### src/rtl/apb_gpio_arbiter.sv
// Round-robin two-requester APB master for the GPIO slave port.
// One command per grant, with a wait-state timeout that turns a hung slave into an error.
module apb_gpio_arbiter #(
  parameter int ADDR_W  = 4,
  parameter int DATA_W  = 32,
  parameter int TIMEOUT = 16
) (
  input  logic                     PCLK,
  input  logic                     PRESETn,
  input  logic [1:0]               req_valid,
  output logic [1:0]               req_ready,
  input  logic [1:0]               req_write,
  input  logic [2*ADDR_W-1:0]      req_addr,
  input  logic [2*DATA_W-1:0]      req_wdata,
  input  logic [2*(DATA_W/8)-1:0]  req_strb,
  output logic [1:0]               rsp_valid,
  output logic [DATA_W-1:0]        rsp_rdata,
  output logic                     rsp_err,
  output logic                     busy,
  output logic                     PSEL,
  output logic                     PENABLE,
  output logic [ADDR_W-1:0]        PADDR,
  output logic                     PWRITE,
  output logic [DATA_W/8-1:0]      PSTRB,
  output logic [DATA_W-1:0]        PWDATA,
  input  logic [DATA_W-1:0]        PRDATA,
  input  logic                     PREADY,
  input  logic                     PSLVERR
);

  localparam int STRB_W = DATA_W / 8;
  localparam int CNT_W  = (TIMEOUT > 1) ? $clog2(TIMEOUT) : 1;
  localparam logic [CNT_W-1:0] CNT_LAST =
    CNT_W'((TIMEOUT > 0) ? TIMEOUT - 1 : 0);

  typedef enum logic [1:0] {
    IDLE,
    SETUP,
    ACCESS
  } state_t;

  state_t            state;
  logic              last_grant;
  logic [CNT_W-1:0]  wait_cnt;

  logic              any_req;
  logic              gnt;
  logic              sel_write;
  logic [ADDR_W-1:0] sel_addr;
  logic [DATA_W-1:0] sel_wdata;
  logic [STRB_W-1:0] sel_strb;
  logic              to_hit;

  // On contention the requester that did not win last time goes next.
  always_comb begin
    any_req   = |req_valid;
    gnt       = (&req_valid) ? ~last_grant : req_valid[1];
    sel_write = gnt ? req_write[1] : req_write[0];
    sel_addr  = gnt ? req_addr[2*ADDR_W-1:ADDR_W]
                    : req_addr[ADDR_W-1:0];
    sel_wdata = gnt ? req_wdata[2*DATA_W-1:DATA_W]
                    : req_wdata[DATA_W-1:0];
    sel_strb  = gnt ? req_strb[2*STRB_W-1:STRB_W]
                    : req_strb[STRB_W-1:0];
    req_ready = '0;
    if (state == IDLE && any_req) req_ready[gnt] = 1'b1;
    to_hit    = (TIMEOUT != 0) && (wait_cnt == CNT_LAST);
  end

  assign busy = (state != IDLE);

  always_ff @(posedge PCLK or negedge PRESETn) begin
    if (!PRESETn) begin
      state      <= IDLE;
      last_grant <= 1'b1;
      wait_cnt   <= '0;
      PSEL       <= 1'b0;
      PENABLE    <= 1'b0;
      PADDR      <= '0;
      PWRITE     <= 1'b0;
      PSTRB      <= '0;
      PWDATA     <= '0;
      rsp_valid  <= '0;
      rsp_rdata  <= '0;
      rsp_err    <= 1'b0;
    end else begin
      rsp_valid <= '0;
      unique case (state)
        IDLE: begin
          if (any_req) begin
            PADDR      <= sel_addr;
            PWRITE     <= sel_write;
            PWDATA     <= sel_wdata;
            PSTRB      <= sel_write ? sel_strb : '0;
            last_grant <= gnt;
            wait_cnt   <= '0;
            PSEL       <= 1'b1;
            state      <= SETUP;
          end
        end
        SETUP: begin
          PENABLE <= 1'b1;
          state   <= ACCESS;
        end
        ACCESS: begin
          if (PREADY) begin
            rsp_rdata             <= PWRITE ? '0 : PRDATA;
            rsp_err               <= PSLVERR;
            rsp_valid[last_grant] <= 1'b1;
            PSEL                  <= 1'b0;
            PENABLE               <= 1'b0;
            state                 <= IDLE;
          end else if (to_hit) begin
            rsp_rdata             <= '0;
            rsp_err               <= 1'b1;
            rsp_valid[last_grant] <= 1'b1;
            PSEL                  <= 1'b0;
            PENABLE               <= 1'b0;
            state                 <= IDLE;
          end else begin
            wait_cnt <= wait_cnt + 1'b1;
          end
        end
        default: state <= IDLE;
      endcase
    end
  end

endmodule

### config.mk
export PLATFORM = sky130hd
export DESIGN_NAME = apb_gpio_arbiter
export DESIGN_NICKNAME = d
export VERILOG_FILES = /design/src/rtl/apb_gpio_arbiter.sv
export SDC_FILE = /design/constraint.sdc
export NUM_CORES = 1
export LEC_CHECK = 0
export CORE_ASPECT_RATIO = 1.1
export CORE_MARGIN = 8
export CORE_UTILIZATION = 39
export DETAILED_ROUTE_END_ITERATION = 6
export MAX_ROUTING_LAYER = met4
export PLACE_DENSITY = 0.8
export SLEW_MARGIN = 20
export SYNTH_ARGS = -nofsm -noshare
export SYNTH_HDL_FRONTEND = slang
export SYNTH_SLANG_ARGS = --single-unit
### constraint.sdc
create_clock -name PCLK -period 2.1 [get_ports PCLK]
set_clock_uncertainty 0.1 [all_clocks]
set_input_delay 0.21 -clock PCLK [delete_from_list [all_inputs] [get_ports PCLK]]
set_output_delay 0.21 -clock PCLK [all_outputs]
set_load 0.1 [all_outputs]
==> impl_metrics.json, run 1 <==
{
  "drtPass1Iterations": 4,
  "fin_crit_sh": 0.9545,
  "synth_adder_area_share": 0.003336,
  "grt_pass1_vias": 3852,
  "fin_util": 0.6426,
  "n_fill_cell": 767,
  "grt_max_degree": 55,
  "yosysWarnings": 0,
  "synth_top_cell_area_share": 0.5604,
  "ant_nets": 0,
  "die_area_mm2": 0.01302,
  "final_cell_mix": "118 x clkdlybuf4s50_1, 90 x buf_4, 84 x dfrtp_1",
  "core.rowCount": 37,
  "worstMarginPinSlew_ns": 0.7089,
  "period_needed_ns": 2.004,
  "vias": 3581,
  "drc": 0,
  "synth_edf_count": 0,
  "critical_path_class": "register to primary output",
  "synth_flop_cell": "dfrtp_1",
  "drt_iter0_drc": 118,
  "register_area_mm2": 0.002128,
  "cts-root-buf": "clkbuf_8",
  "crit_start": "state[1]$_DFFE_PN0P_",
  "synth_seq_cells": 85,
  "cap_violations": 0,
  "gr-total-overflow": 0,
  "clockBufferDepth": 2,
  "setup_viol_count_final": 0,
  "hold_class": "primary input to register",
  "synth_mux_area_frac": 0.01601,
  "grt_usage": 0.1939,
  "rsz0062_at_grt": "no",
  "cts_sinks": 85,
  "synth_top_family_by_area": "compound AO/OA/AOI/OAI gates",
  "clk_pin_slew_ns": 0.07,
  "die_w_um": 109.5,
  "fmax_ghz": 0.4989,
  "synth-simple-area-share": 0.06504,
  "r2r_start": "wait_cnt[0]$_DFFE_PN0P_",
  "async_reset_ff_frac": 1.000,
  "fp.dieH_um": 118.9,
  "hold_violations": 0,
  "numCtsBuffers": 9,
  "antenna_cells": 0,
  "path_max_fanout": 28,
  "worstSkewPairLatency_ns": 0.34,
  "gp_congestion": 0.8076,
  "dp_hpwl_mm": 9.336,
  "netlist_instances": 342,
  "endpoint_kind": "primary output",
  "worstPathRequired_ns": 1.79,
  "hp-start": "PRDATA[20]",
  "htreeDepth": 3,
  "start_kind": "register",
  "slew_headroom": 0.5274,
  "ios": 201,
  "ys_top_cells_by_area": "dfrtp_1 56%, a221o_1 9.6%, o21ai_0 9.2%",
  "synth_cell_type_count": 33,
  "port_buffers": 200,
  "final_max_slew_viol_count": 0,
  "start_util": 0.4011,
  "multiInputGateArea_mm2": 0.001454,
  "setup_tns_ns": 0,
  "wl_per_cell_um": 18.69,
  "synth_compound_area_frac": 0.2982,
  "synth_xor_area_frac": 0,
  "drt_wl_total_mm": 12.41,
  "syn_nets": 463,
  "syn_area_mm2": 0.003751,
  "area_growth_pct": 60.21,
  "nets": 663,
  "grt_pass1_wl_mm": 19.63,
  "worstPathArrival_ns": 1.69,
  "outcome": "finished clean",
  "synth_top_cell_by_area": "dfrtp_1",
  "synth_area_per_cell_um2": 10.97,
  "viasPerCell": 5.393,
  "synth-seq-area-share": 0.5674,
  "final_common_cell": "clkdlybuf4s50_1",
  "cts_tree": "done",
  "core_mm2": 0.009351,
  "antenna_found_initial": 0,
  "drive_above_1_share": 0.2230
}
## worst paths after layout
kind	slack, ns	end	cells after the start
worst min-delay path	0.32	rsp_rdata[20]$_DFFE_PN0P_	3
min in group asynchronous	0.39	wait_cnt[3]$_DFFE_PN0P_	2
worst max register to register	0.33	rsp_rdata[4]$_DFFE_PN0P_	5
worst min register to register	0.39	PSTRB[0]$_DFFE_PN0P_	1
worst max-delay path	0.1	req_ready[1]	5
max in group asynchronous	0.89	rsp_rdata[9]$_DFFE_PN0P_	3
## metrics by stage
| stage | instance area (um^2) | instances | setup WS [ns] | hold WS, ns |
|---|---|---|---|---|
| 3_5_place_dp | 5741 | 643 | 0.1816 | 0.2038 |
| 6_report | 6010 | 664 | 0.09560 | 0.3167 |
| 5_1_grt | 6010 | 664 | 0.01654 | 0.3186 |
| 4_1_cts | 5969 | 661 | 0.01097 | 0.2991 |
| 2_1_floorplan | 3751 | 342 | 0.1636 | -0.1856 |
| 3_3_place_gp | 5741 | 643 | 0.2480 | 0.1959 |
## worst max-delay path: stages (launching register included)
cell	delay, ns
dfrtp_1	0.42
or2_4	0.27
buf_8	0.18
nor2_4	0.14
buf_12	0.16
buf_12	0.18
## registers in the layout, summed over array words and instances, names as in the netlist, 2 cells and up
register   count
PWDATA        32
rsp_rdata     32
state          2
PSTRB          4
wait_cnt       4
PADDR          4
rsp_valid      2
## cell families (layout without fill, tap and decap cells)
kind of cell | count (synthesis) | in the layout
AOI/OAI and AO/OA | 158 | 158
adders and majority gates | 1 | 1
buffers and inverters | 38 | 243
DFF | 85 | 85
muxes | 6 | 6
and+or+nand+nor | 54 | 54
## final cells by class
class                           instances  area share
Clock inverter                          1   0.0008328
Sequential cell                        85      0.3542
Inverter                                8    0.004997
Timing Repair Buffer                  219      0.3460
Multi-Input combinational cell        219      0.2419
Tap cell                              117     0.02436
Clock buffer                           15     0.02769
## Yosys cell counts (2+ instances only)
| cell | number |
|---|---|
| buf_2 | 6 |
| and2_1 | 4 |
| nor2_1 | 3 |
| inv_1 | 8 |
| nand4_1 | 2 |
| o2bb2ai_1 | 5 |
| a21o_1 | 2 |
| buf_6 | 5 |
| nor2b_1 | 3 |
| a31oi_1 | 2 |
| a221o_1 | 36 |
| o22ai_1 | 2 |
| o211ai_1 | 2 |
| clkbuf_1 | 18 |
| nand2_1 | 35 |
| o21ai_0 | 69 |
| o21a_1 | 36 |
| dfrtp_1 | 84 |
| mux2i_1 | 6 |
## layer usage
layer  GRT usage  routed length, um  up-vias
met5           -                  0        -
met4     0.07354                187        0
met3     0.06095               1381       18
met2      0.2891               5681      198
met1      0.2397               5163     1705
li1            -                  -     1660
## timing repair
item,CTS,global route
cloned,1,1
buffers inserted,0,2
endpoints found under the hold margin,52,0
setup endpoints to repair,1,2
gates resized for setup,4,0
pin swaps,0,2
hold buffers,1,0
Power of run 1 is not shown: default switching activity piles up to over one toggle a cycle in this logic, so the estimate is an artifact.
==> run 2: changes to the inputs <==
Settings changed: CAP_MARGIN from default to 20.
==> results of run 2 <==
The final DEF is identical to that of run 1; final timing and power are the same.
Power of run 2 is left out for the same reason.
==> run 3: changes to the inputs <==
Settings changed: GPL_TIMING_DRIVEN from default to 0.
==> impl_metrics.json, run 3 (synthesized netlist as in run 1, its figures left out) <==
{
  "cap_violations": 0,
  "final_common_cell": "clkdlybuf4s50_1",
  "cts_sinks": 85,
  "worstSkewPairLatency_ns": 0.35,
  "slowest_delay_ns": 0.55,
  "die_w_um": 109.5,
  "start_kind": "primary input",
  "dp_hpwl_mm": 10.17,
  "cts-root-buf": "clkbuf_8",
  "drt_wl_total_mm": 12.95,
  "path_common_cell": "buf_6",
  "outcome": "finished clean",
  "period_needed_ns": 2.015,
  "slew_headroom": 0.3204,
  "final_cell_mix": "118 x clkdlybuf4s50_1, 83 x dfrtp_1, 78 x dlygate4sd2_1",
  "critical_path.cell_chain": "clkdlybuf4s50_1 > a21bo_2 > buf_6 > nor2_4 > buf_4 > buf_6",
  "nets": 681,
  "area_growth_pct": 62.94,
  "gp_congestion": 0.7914,
  "worstPathArrival_ns": 1.71,
  "setup_slack_ns": 0.08451,
  "gr-total-overflow": 0,
  "worstMarginPinSlew_ns": 1.023,
  "numCtsBuffers": 9,
  "core.rowCount": 37,
  "slowest_stage": "clkdlybuf4s50_1",
  "drt_iter0_drc": 133,
  "clk_pin_slew_ns": 0.08,
  "hold_class": "primary input to async pin",
  "r2r_cells": 5,
  "hold_violations": 0,
  "grt_pass1_vias": 4008,
  "final_max_slew_viol_count": 0,
  "endpoint_kind": "primary output",
  "cts_tree": "done",
  "fin_util": 0.6536,
  "ant_nets": 0,
  "fin_area_mm2": 0.006112,
  "antenna_found_initial": 0,
  "r2r_start": "wait_cnt[0]$_DFFE_PN0P_",
  "clockBufferDepth": 2,
  "drc": 0,
  "drive_above_1_share": 0.08496,
  "ios": 201,
  "crit_buf_inv": 4,
  "grt_usage": 0.2048,
  "rsz0062_at_grt": "no",
  "fmax_ghz": 0.4962,
  "fin_crit_sh": 0.9598,
  "wl_per_cell_um": 18.99,
  "setup_viol_count_final": 0,
  "worstPathRequired_ns": 1.79,
  "htreeDepth": 3,
  "vias": 3655,
  "place_area_mm2": 0.005924,
  "pre_cts_slack_ns": -1.249,
  "die_area_mm2": 0.01302,
  "viasPerCell": 5.359,
  "fp.dieH_um": 118.9,
  "top_regs": "PWDATA: 32 flops, rsp_rdata: 32 flops",
  "critical_path_class": "primary input to primary output",
  "antenna_cells": 0,
  "r2r_slack_ns": 0.20,
  "path_max_fanout": 10,
  "drtPass1Iterations": 4,
  "port_buffers": 200,
  "critPathTopFamily": "buffers and inverters",
  "start_util": 0.4011,
  "grt_pass1_wl_mm": 20.47,
  "core_mm2": 0.009351,
  "worstReg2RegEnd": "rsp_rdata[5]$_DFFE_PN0P_",
  "grt_max_degree": 51
}
-- run 3: changes by cell type in the layout (fill, tap and decap cells not counted), sizes merged --
cell / previous run / this run
clkbuf: 16 / 30
clkinv: 1 / 3
dlygate4sd2: 0 / 78
bufbuf: 1 / 0
buf: 98 / 22
bufinv: 0 / 1
-- run 3: repair_timing --
item | 4_1_cts | 5_1_grt
setup buffers | 2 | 3
setup endpoints to repair | 81 | 33
endpoints found under the hold margin | 34 | 0
resized for setup | 102 | 8
pin swaps | 2 | 0
hold buffers | 1 | 0
gates cloned | 0 | 0
-- run 3: worst max-delay path by stage --
stage / startpoint / to / cells after the start / slack, ns
detailed placement: req_valid[1] / req_ready[1] / 6 / -1.25
floorplan: state[1]$_DFFE_PN0P_ / PADDR[3]$_DFFE_PN0P_ / 5 / 0.16
finish: req_valid[1] / req_ready[1] / 6 / 0.08
CTS: state[1]$_DFFE_PN0P_ / req_ready[0] / 5 / -0.008
global route: state[0]$_DFFE_PN0P_ / req_ready[0] / 5 / 0.003
global placement: PRESETn / PADDR[1]$_DFFE_PN0P_ / 1 / -2.35
-- run 3: routing by layer --
metal / GRT usage / up-vias / share of wire
met2: 0.3185 / 179 / 0.47
met4: 0.08030 / 0 / 0.019
met5: - / - / 0
li1: - / 1697 / -
met3: 0.07120 / 19 / 0.11
met1: 0.2365 / 1760 / 0.40
-- run 3: area by class of cell --
class,count,area [um^2]
clock inverter,4,45.04
buffer,30,163.9
tap,117,146.4
sequential,85,2130
clock buffer,12,165.2
multi-input combinational,219,1446
inverter,8,30.03
fill,754,3239
timing repair buffer,207,1986
-- run 3: metrics by stage --
stage | hold WS, ns | std cells | setup TNS, ns
after floorplan | -0.1856 | 342 | 0
after global placement | 0.3695 | 659 | -202.05
after detailed placement | 0.1061 | 660 | -5.332
after CTS | 0.2513 | 679 | -0.007515
after global routing | 0.2895 | 682 | 0
final | 0.2571 | 682 | 0
Power of run 3 is left out for the same reason.
